[src/rtl/rr_lock_arbiter_if.sv]
// rr_lock_arbiter_if
//   Request/grant bundle between N clients and the round-robin lock arbiter.
//   Parameter N is the number of requesters. IDX_W is derived from N and
//   must match the arbiter's own IDX_W.
//   Signals:
//     req     [N-1:0]     level-sensitive request, bit i = requester i
//     lock    [N-1:0]     requester i asks to keep its current grant
//     gnt     [N-1:0]     registered one-hot grant, zero when idle
//     gnt_idx [IDX_W-1:0] binary index of the granted requester, 0 when idle
//     gnt_vld             high whenever gnt is non-zero
//   Modports:
//     master  client side: drives req/lock and observes the grant
//     slave   arbiter side: samples req/lock and drives the grant
interface rr_lock_arbiter_if #(
  parameter int N = 4
);
  localparam int IDX_W = (N > 1) ? $clog2(N) : 1;

  logic [N-1:0]     req;
  logic [N-1:0]     lock;
  logic [N-1:0]     gnt;
  logic [IDX_W-1:0] gnt_idx;
  logic             gnt_vld;

  modport master (
    output req,
    output lock,
    input  gnt,
    input  gnt_idx,
    input  gnt_vld
  );

  modport slave (
    input  req,
    input  lock,
    output gnt,
    output gnt_idx,
    output gnt_vld
  );
endinterface

[src/rtl/rr_lock_arbiter.sv]
// rr_lock_arbiter
//   Round-robin arbiter for N requesters with a registered one-hot grant.
//   Priority rotates to the requester after the last winner. The current
//   holder may keep the grant by asserting its lock bit, for at most
//   HOLD_MAX consecutive cycles; after that it must re-arbitrate.
//   Parameters:
//     N        number of requesters (>= 2, any value)
//     HOLD_MAX maximum consecutive grant cycles of a locked holder (>= 1)
//   Ports:
//     clk  single rising-edge clock
//     rst  synchronous active-high reset
//     bus  rr_lock_arbiter_if slave modport (req, lock in; gnt, gnt_idx,
//          gnt_vld out). All outputs come straight from registers.
module rr_lock_arbiter #(
  parameter int N        = 4,
  parameter int HOLD_MAX = 8
) (
  input  logic               clk,
  input  logic               rst,
  rr_lock_arbiter_if.slave   bus
);

  localparam int IDX_W = (N > 1) ? $clog2(N) : 1;
  localparam int CNT_W = $clog2(HOLD_MAX + 1);

  typedef enum logic {
    IDLE  = 1'b0,
    GRANT = 1'b1
  } state_t;

  // Scan ptr, ptr+1, ..., N-1, 0, ..., ptr-1 and return {found, index} of
  // the first active request. The modulo is done on an int so that a
  // non-power-of-two N wraps at N, never at 2**IDX_W.
  function automatic logic [IDX_W:0] rr_pick(
    input logic [N-1:0]     r,
    input logic [IDX_W-1:0] p
  );
    logic             found;
    logic [IDX_W-1:0] w;
    int               c;
    found = 1'b0;
    w     = '0;
    for (int i = 0; i < N; i++) begin
      c = int'(p) + i;
      if (c >= N) c = c - N;
      if (!found && r[c]) begin
        found = 1'b1;
        w     = IDX_W'(c);
      end
    end
    return {found, w};
  endfunction

  function automatic logic [IDX_W-1:0] ptr_after(input logic [IDX_W-1:0] w);
    return (w == IDX_W'(N - 1)) ? '0 : w + IDX_W'(1);
  endfunction

  function automatic logic [N-1:0] to_onehot(input logic [IDX_W-1:0] w);
    logic [N-1:0] v;
    v    = '0;
    v[w] = 1'b1;
    return v;
  endfunction

  state_t           state_p1, state_nxt;
  logic [IDX_W-1:0] ptr_p1, ptr_nxt;
  logic [CNT_W-1:0] hold_p1, hold_nxt;
  logic [N-1:0]     gnt_p1, gnt_nxt;
  logic [IDX_W-1:0] gnt_idx_p1, gnt_idx_nxt;

  logic             win_vld_p0;
  logic [IDX_W-1:0] win_idx_p0;
  logic             keep_p0;

  // Stage p0: combinational arbitration on the sampled req/lock
  always_comb begin
    {win_vld_p0, win_idx_p0} = rr_pick(bus.req, ptr_p1);
    keep_p0 = (state_p1 == GRANT) && bus.req[gnt_idx_p1] &&
              bus.lock[gnt_idx_p1] && (hold_p1 < CNT_W'(HOLD_MAX));
  end

  always_comb begin
    state_nxt   = state_p1;
    ptr_nxt     = ptr_p1;
    hold_nxt    = hold_p1;
    gnt_nxt     = gnt_p1;
    gnt_idx_nxt = gnt_idx_p1;
    unique case (state_p1)
      IDLE: begin
        if (win_vld_p0) begin
          state_nxt   = GRANT;
          ptr_nxt     = ptr_after(win_idx_p0);
          hold_nxt    = CNT_W'(1);
          gnt_nxt     = to_onehot(win_idx_p0);
          gnt_idx_nxt = win_idx_p0;
        end
      end
      GRANT: begin
        if (keep_p0) begin
          hold_nxt = hold_p1 + CNT_W'(1);
        end else if (win_vld_p0) begin
          // ptr already points past the holder, so the holder only wins
          // again when it is the sole requester.
          ptr_nxt     = ptr_after(win_idx_p0);
          hold_nxt    = CNT_W'(1);
          gnt_nxt     = to_onehot(win_idx_p0);
          gnt_idx_nxt = win_idx_p0;
        end else begin
          state_nxt   = IDLE;
          hold_nxt    = '0;
          gnt_nxt     = '0;
          gnt_idx_nxt = '0;
        end
      end
      default: begin
        state_nxt   = IDLE;
        ptr_nxt     = '0;
        hold_nxt    = '0;
        gnt_nxt     = '0;
        gnt_idx_nxt = '0;
      end
    endcase
  end

  // Stage p1: registered grant and arbitration state
  always_ff @(posedge clk) begin
    if (rst) begin
      state_p1   <= IDLE;
      ptr_p1     <= '0;
      hold_p1    <= '0;
      gnt_p1     <= '0;
      gnt_idx_p1 <= '0;
    end else begin
      state_p1   <= state_nxt;
      ptr_p1     <= ptr_nxt;
      hold_p1    <= hold_nxt;
      gnt_p1     <= gnt_nxt;
      gnt_idx_p1 <= gnt_idx_nxt;
    end
  end

  assign bus.gnt     = gnt_p1;
  assign bus.gnt_idx = gnt_idx_p1;
  assign bus.gnt_vld = (state_p1 == GRANT);

endmodule

[src/flat_wrapper.sv]
// flat-port wrapper written by rule: the top's interface ports become plain ports
module rr_lock_arbiter_flat 
#(
  parameter int N        = 4,
  parameter int HOLD_MAX = 8
)
  (clk, rst, bus_req, bus_lock, bus_gnt, bus_gnt_idx, bus_gnt_vld);
  rr_lock_arbiter_if #(.N(N)) bus_i ();
  input  logic clk;
  input  logic rst;
  input wire logic [$bits(bus_i.req)-1:0] bus_req;
  input wire logic [$bits(bus_i.lock)-1:0] bus_lock;
  output wire logic [$bits(bus_i.gnt)-1:0] bus_gnt;
  output wire logic [$bits(bus_i.gnt_idx)-1:0] bus_gnt_idx;
  output wire logic [$bits(bus_i.gnt_vld)-1:0] bus_gnt_vld;
  assign bus_i.req = bus_req;
  assign bus_i.lock = bus_lock;
  assign bus_gnt = bus_i.gnt;
  assign bus_gnt_idx = bus_i.gnt_idx;
  assign bus_gnt_vld = bus_i.gnt_vld;
  rr_lock_arbiter #(.N(N), .HOLD_MAX(HOLD_MAX)) u_core (.clk(clk), .rst(rst), .bus(bus_i));
endmodule
[config.mk]
export PLATFORM = sky130hd
export DESIGN_NAME = rr_lock_arbiter_flat
export DESIGN_NICKNAME = d
export VERILOG_FILES = /design/src/rtl/rr_lock_arbiter_if.sv /design/src/rtl/rr_lock_arbiter.sv /design/src/flat_wrapper.sv
export SDC_FILE = /design/constraint.sdc
export NUM_CORES = 1
export LEC_CHECK = 0
export CAP_MARGIN = 40
export CORE_UTILIZATION = 23
export DETAILED_ROUTE_END_ITERATION = 8
export GPL_TIMING_DRIVEN = 0
export PLACE_DENSITY = 0.45
export SLEW_MARGIN = 20
export SYNTH_ARGS = -nofsm -noshare
export SYNTH_HDL_FRONTEND = slang
export SYNTH_SLANG_ARGS = --single-unit
[constraint.sdc]
create_clock -name clk -period 2.1 [get_ports clk]
set_clock_uncertainty 0.2 [all_clocks]
set_input_delay 0.42 -clock clk [delete_from_list [all_inputs] [get_ports clk]]
set_output_delay 0.42 -clock clk [all_outputs]
set_load 0.02 [all_outputs]
==> implementation parameters, run 1 <==
Parameter                              Value

Run status
  Outcome    completed

Synth
  Yosys warnings    0
  Share of the yosys chip area belonging to registers    0.3215
  Synth top area cells    dfxtp_1 32%, ha_1 7.7%, a21oi_1 5.6%
  Number of cells produced by synthesis    97
  Avg Cell Area, Syn    8.346 µm²
  Yosys reg bits    13
  Net count after synthesis    112
  Most instantiated flip-flop cell in the synthesis netlist    dfxtp_1
  Count of distinct cell types in the synthesized netlist    33
  Number of synthesized flops with an enable pin    0
  Share of async-settable or async-resettable flops after synthesis    0
  Yosys top cell by area    dfxtp_1
  Area fraction of the dominant cell type after synthesis    0.3215
  Combined area of all synthesized cells    809.5 µm²

STA
  RSZ-0062 raised after global routing    false
  Minimum hold slack    0.2755 ns
  Crit path time final    2.001 ns
  Final period utilization    0.9527
  Max-Slew Margin vs Limit    0.6064
  Total of endpoints with negative setup slack in the final report    0
  Hold Fails Final Rpt    0
  Total negative slack    0 ns
  Slew Limit Fails    0
  Actual slew at the worst max-slew pin    0.5868 ns
  Maximum frequency from static timing analysis    499.8 MHz

Setup path
  Required time reported for the critical path endpoint    2.11 ns
  Largest fanout on the critical path    4
  Data arrival, critical path    2.01 ns
  Sort of element at the start of the critical path    input port
  Endpoint kind of the worst setup timing path    register
  Worst r2r path cells    4
  Type of the worst setup path    in2reg

Clock tree
  Number of sinks driven by the clock tree    13
  Clock input transition at the sequential cells of the worst setup and hold paths    0.08 ns
  Cts bufs inserted    3
  Clk buf depth    2
  Number of buffers added for setup after CTS    0
  Hold buffer count at cts    0
  Count of H-tree levels built during CTS    1
  CTS tree    done
  Clock latency on the worst-skew pair    0.28 ns
  Root Buffer Master    clkbuf_4

Cells and area
  Final non-filler cell area    1076 µm²
  Final core utilization    0.3199
  # fillers    395
  Most used cells in the layout excluding fill and tap cells    12 x inv_1, 12 x nand2_1, 12 x dfxtp_1
  Antenna cell count    0
  Share of cells above drive strength 1    0.1121
  Synthesis-to-layout area growth    32.92%
  Number of nets in the finished design    132

Floorplanning
  Die height    61.33 µm
  Placement Rows    21
  Starting Density    0.2407
  Die Footprint    3761 µm²
  Overall die width    61.33 µm
  Core Box Area    3363 µm²
  Count of boundary I/O pins    17

Routing
  Number of iterations in the first detailed-routing pass    4
  Total number of vias    785
  DRC Markers    0
  Average wire length per cell after detail routing    12.26 µm
  Number of design-rule violations left by the first detailed-router iteration    21
  Via density per instance    4.846
  WL final    1.986 mm
  Number of nets with antenna violations after routing    0

Global routing
  Overall track demand over capacity in global routing    0.1254
  Congestion Overflow GR    0
  Via count of the first global-routing pass    779
  Antenna violations before repair    0
  Wire length of the first global-routing pass    3.422 mm
  Largest net degree at the start of global routing    11

Placement
  Sum of net half-perimeters after detailed placement    1.496 mm
  Cell Area, Placed    1017 µm²
  Number of buffers added on ports    15
  Routability cong.    0.7494

Hold path
  Hold Crit Class    reg2reg
  Hold Path Cell Cnt    2

Power and ir drop
  P_leak    0.0004242 µW
  Areal power density over the cells    645.0 nW/µm²
  Worst ir drop on vdd    0.0001797 V
  Power, Total    694.1 µW

Job
  Maximum Capacitance Violations    0
==> cells by family after synthesis <==
| family | count (synthesis) | synth area share |
|---|---|---|
| mux | 2 | 0.05564 |
| fa+ha+maj | 5 | 0.07728 |
| compound gates | 30 | 0.2566 |
| simple gates | 33 | 0.2226 |
| flops | 13 | 0.3215 |
| buf+inv | 14 | 0.06645 |
==> path summary, 6_finish.rpt <==
path	start	end	slack, ns
max	bus_lock[3]	u_core.hold_p1[3]$_SDFFE_PP0P_	0.1
min	u_core.hold_p1[3]$_SDFFE_PP0P_	u_core.hold_p1[3]$_SDFFE_PP0P_	0.28
max reg2reg	u_core.bus.gnt_vld$_SDFF_PP0_	u_core.ptr_p1[0]$_SDFFE_PP0P_	0.25
min reg2reg	u_core.hold_p1[3]$_SDFFE_PP0P_	u_core.hold_p1[3]$_SDFFE_PP0P_	0.28
==> critical path: stages <==
cell	delay, ns
clkdlybuf4s50_1	0.50
nand2_1	0.06
mux4_2	0.55
or3_1	0.36
a21oi_1	0.11
==> Yosys cell counts, types with 2 or more instances <==
library cell,instances
o31ai_1,2
o32ai_1,5
nand3_1,2
nand2_1,12
nand3b_1,2
nor2b_1,3
o22ai_1,2
a211oi_1,2
or3_1,2
nor2_1,3
ha_1,5
and2_1,3
mux4_2,2
dfxtp_1,13
a21oi_1,9
o221ai_1,2
inv_1,12
==> flip-flops by register name, indices dropped and copies added (netlist names) <==
signal / cells
u_core.hold_p1: 4
u_core.bus.gnt_idx: 2
u_core.ptr_p1: 2
u_core.bus.gnt: 4
u_core.bus.gnt_vld: 1
==> power breakdown <==
part | internal [µW] | switching, µW | leakage, µW | total [µW]
combinational | 108 | 121 | 0.000302 | 228
clock | 73.7 | 86.4 | 0.0000150 | 160
sequential | 274 | 31.2 | 0.000107 | 306
==> final cells by class <==
class                   instances  area (µm²)  share of cell area
multi-input cells              70       524.3              0.4872
flip-flops and latches         13       261.5              0.2430
repair buffers                 15       152.6              0.1419
well taps                      46       57.56             0.05349
inverters                      12       45.04             0.04186
clock buffers                   4       26.28             0.02442
plain buffers                   2       8.758            0.008140
==> routing by layer <==
layer	vias to the layer above	GRT usage	part of all wire	routed length (µm)
met4	0	0.06818	0.024	48
li1	396	-	-	-
met1	365	0.1598	0.49	979
met2	19	0.2019	0.45	887
met5	-	0	0	0
met3	5	0.02101	0.036	71
==> metrics by stage <==
step | std cells | setup slack (ns)
2_1_floorplan | 97 | 0.2178
3_3_place_gp | 158 | -0.5279
3_5_place_dp | 158 | -0.5390
4_1_cts | 162 | 0.02889
5_1_grt | 162 | 0.03054
6_report | 162 | 0.09938
==> what timing repair did <==
action	CTS	global route
gates resized for setup	7	3
pin swaps	0	0
setup endpoints to repair	9	7
Power figures use the tool's default switching activity.
==> run 2, diff against run 1 <==
MAX_ROUTING_LAYER = met4   (was default)
==> implementation parameters, run 2 (synthesized netlist as in run 1, its figures left out) <==
Parameter                              Value

Floorplanning
  Die Footprint    3761 µm²
  Overall die width    61.33 µm
  Core Box Area    3363 µm²
  Die height    61.33 µm
  Count of boundary I/O pins    17
  Placement Rows    21
  Starting Density    0.2407

Placement
  Number of buffers added on ports    15
  Post-Place Setup Slack    -0.5390 ns
  Cell Area, Placed    1017 µm²
  Routability cong.    0.7590
  Sum of net half-perimeters after detailed placement    1.496 mm

Routing
  Average wire length per cell after detail routing    12.20 µm
  WL final    1.977 mm
  Number of nets with antenna violations after routing    0
  Number of iterations in the first detailed-routing pass    4
  DRC Markers    0
  Via density per instance    4.858
  Number of design-rule violations left by the first detailed-router iteration    17
  Total number of vias    787

Power and ir drop
  Logic pwr share    0.330
  Switching component of the power    235.5 µW
  Net switching share of the total power    0.3407
  Areal power density over the cells    642.4 nW/µm²
  Worst ir drop on vdd    0.0001796 V
  P_leak    0.0004242 µW
  Clock network fraction of total power    0.228
  Cell internal power dissipation    455.7 µW
  Part of the power in registers    0.442

Setup path
  Cell Chain, Critical Path    clkdlybuf4s50_1 > nand2_1 > mux4_2 > or3_1 > a21oi_1
  Buf+Inv Stages, Crit Path    1
  Slowest stage cell on the critical path    mux4_2
  Data arrival, critical path    2.02 ns
  Type of the worst setup path    in2reg
  Largest fanout on the critical path    4
  Max stage delay on crit path    0.55 ns
  Sort of element at the start of the critical path    input port
  Required time reported for the critical path endpoint    2.11 ns
  Endpoint kind of the worst setup timing path    register
  Largest delay share family, worst path    multiplexers

STA
  Final period utilization    0.9558
  RSZ-0062 raised after global routing    false
  Max-Slew Margin vs Limit    0.6064
  Total of endpoints with negative setup slack in the final report    0
  Actual slew at the worst max-slew pin    0.5868 ns
  Maximum frequency from static timing analysis    498.2 MHz
  Total negative slack    0 ns
  Crit path setup slack, layout    0.09278 ns
  Crit path time final    2.007 ns
  Hold Fails Final Rpt    0
  Slew Limit Fails    0

Global routing
  Via count of the first global-routing pass    777
  Congestion Overflow GR    0
  Overall track demand over capacity in global routing    0.1294
  Largest net degree at the start of global routing    11
  Antenna violations before repair    0
  Wire length of the first global-routing pass    3.408 mm

Hold path
  Hold Crit Class    reg2reg

Cells and area
  Area of the multi-input gates    524.3 µm²
  Final non-filler cell area    1076 µm²
  Most used cells in the layout excluding fill and tap cells    12 x inv_1, 12 x nand2_1, 12 x dfxtp_1
  Synthesis-to-layout area growth    32.92%
  Antenna cell count    0
  # fillers    395
  Sequential cell area    261.5 µm²
  Share of cells above drive strength 1    0.1121
  Number of nets in the finished design    132

Clock tree
  Cts bufs inserted    3
  Clk buf depth    2
  CTS tree    done
  Root Buffer Master    clkbuf_4
  Number of sinks driven by the clock tree    13
  Count of H-tree levels built during CTS    1
  Clock latency on the worst-skew pair    0.28 ns
  Clock input transition at the sequential cells of the worst setup and hold paths    0.08 ns

Run status
  Outcome    completed

Job
  Maximum Capacitance Violations    0
## run 2: cell counts in the layout (fill, tap and decap cells not counted)
Identical to the previous run, type by type.
## run 2: metal layers
metal  track usage  part of all wire  up-vias
met5             -                 0        -
met4       0.06818             0.024        0
met3       0.02101             0.036        5
met2        0.2034              0.45       19
met1        0.1586              0.49      366
li1              -                 -      397
## run 2: power by group through the flow
stage,sequential (µW),combinational [µW],clock [µW]
2_1_floorplan,323,117,0
3_3_place_gp,310,220,0
3_5_place_dp,310,219,0
4_1_cts,306,230,167
5_1_grt,310,254,179
6_report,306,228,157
## run 2: path summary, 6_finish.rpt
check                                   end  slack (ns)  cells after the start                      startpoint
min reg2reg  u_core.hold_p1[3]$_SDFFE_PP0P_        0.27                      2  u_core.hold_p1[3]$_SDFFE_PP0P_
max reg2reg   u_core.ptr_p1[0]$_SDFFE_PP0P_        0.25                      4   u_core.bus.gnt_vld$_SDFF_PP0_
min          u_core.hold_p1[3]$_SDFFE_PP0P_        0.27                      2  u_core.hold_p1[3]$_SDFFE_PP0P_
max          u_core.hold_p1[3]$_SDFFE_PP0P_        0.09                      5                     bus_lock[3]
## run 2: what timing repair did
item	CTS	global route
cloned	0	0
endpoints found under the setup margin	9	7
hold buffers	0	0
resized for setup	7	3
setup buffers	0	0
## run 2: metrics by stage
| stage | cells | hold WS [ns] | power (µW) | utilization |
|---|---|---|---|---|
| global placement | 158 | 0.2571 | 529.4 | 0.3025 |
| finish | 162 | 0.2744 | 691.2 | 0.3199 |
| detailed placement | 158 | 0.2577 | 529.4 | 0.3025 |
| CTS | 162 | 0.2714 | 703.1 | 0.3181 |
| global route | 162 | 0.2925 | 743.2 | 0.3199 |
| floorplan | 97 | 0.2446 | 440.1 | - |
## run 2: worst min-delay path: cells and delay by family (launching register included)
| family | cells | cell delay [ns] |
|---|---|---|
| AND/OR/NAND/NOR | 1 | 0.05 |
| AO/OA/AOI/OAI | 1 | 0.05 |
| flip-flops | 1 | 0.33 |
## run 2: final cells by class
type,count,share of cell area
Timing Repair Buffer,15,0.1419
Inverter,12,0.04186
Tap cell,46,0.05349
Buffer,2,0.008140
Clock buffer,4,0.02442
Multi-Input combinational cell,70,0.4872
Sequential cell,13,0.2430
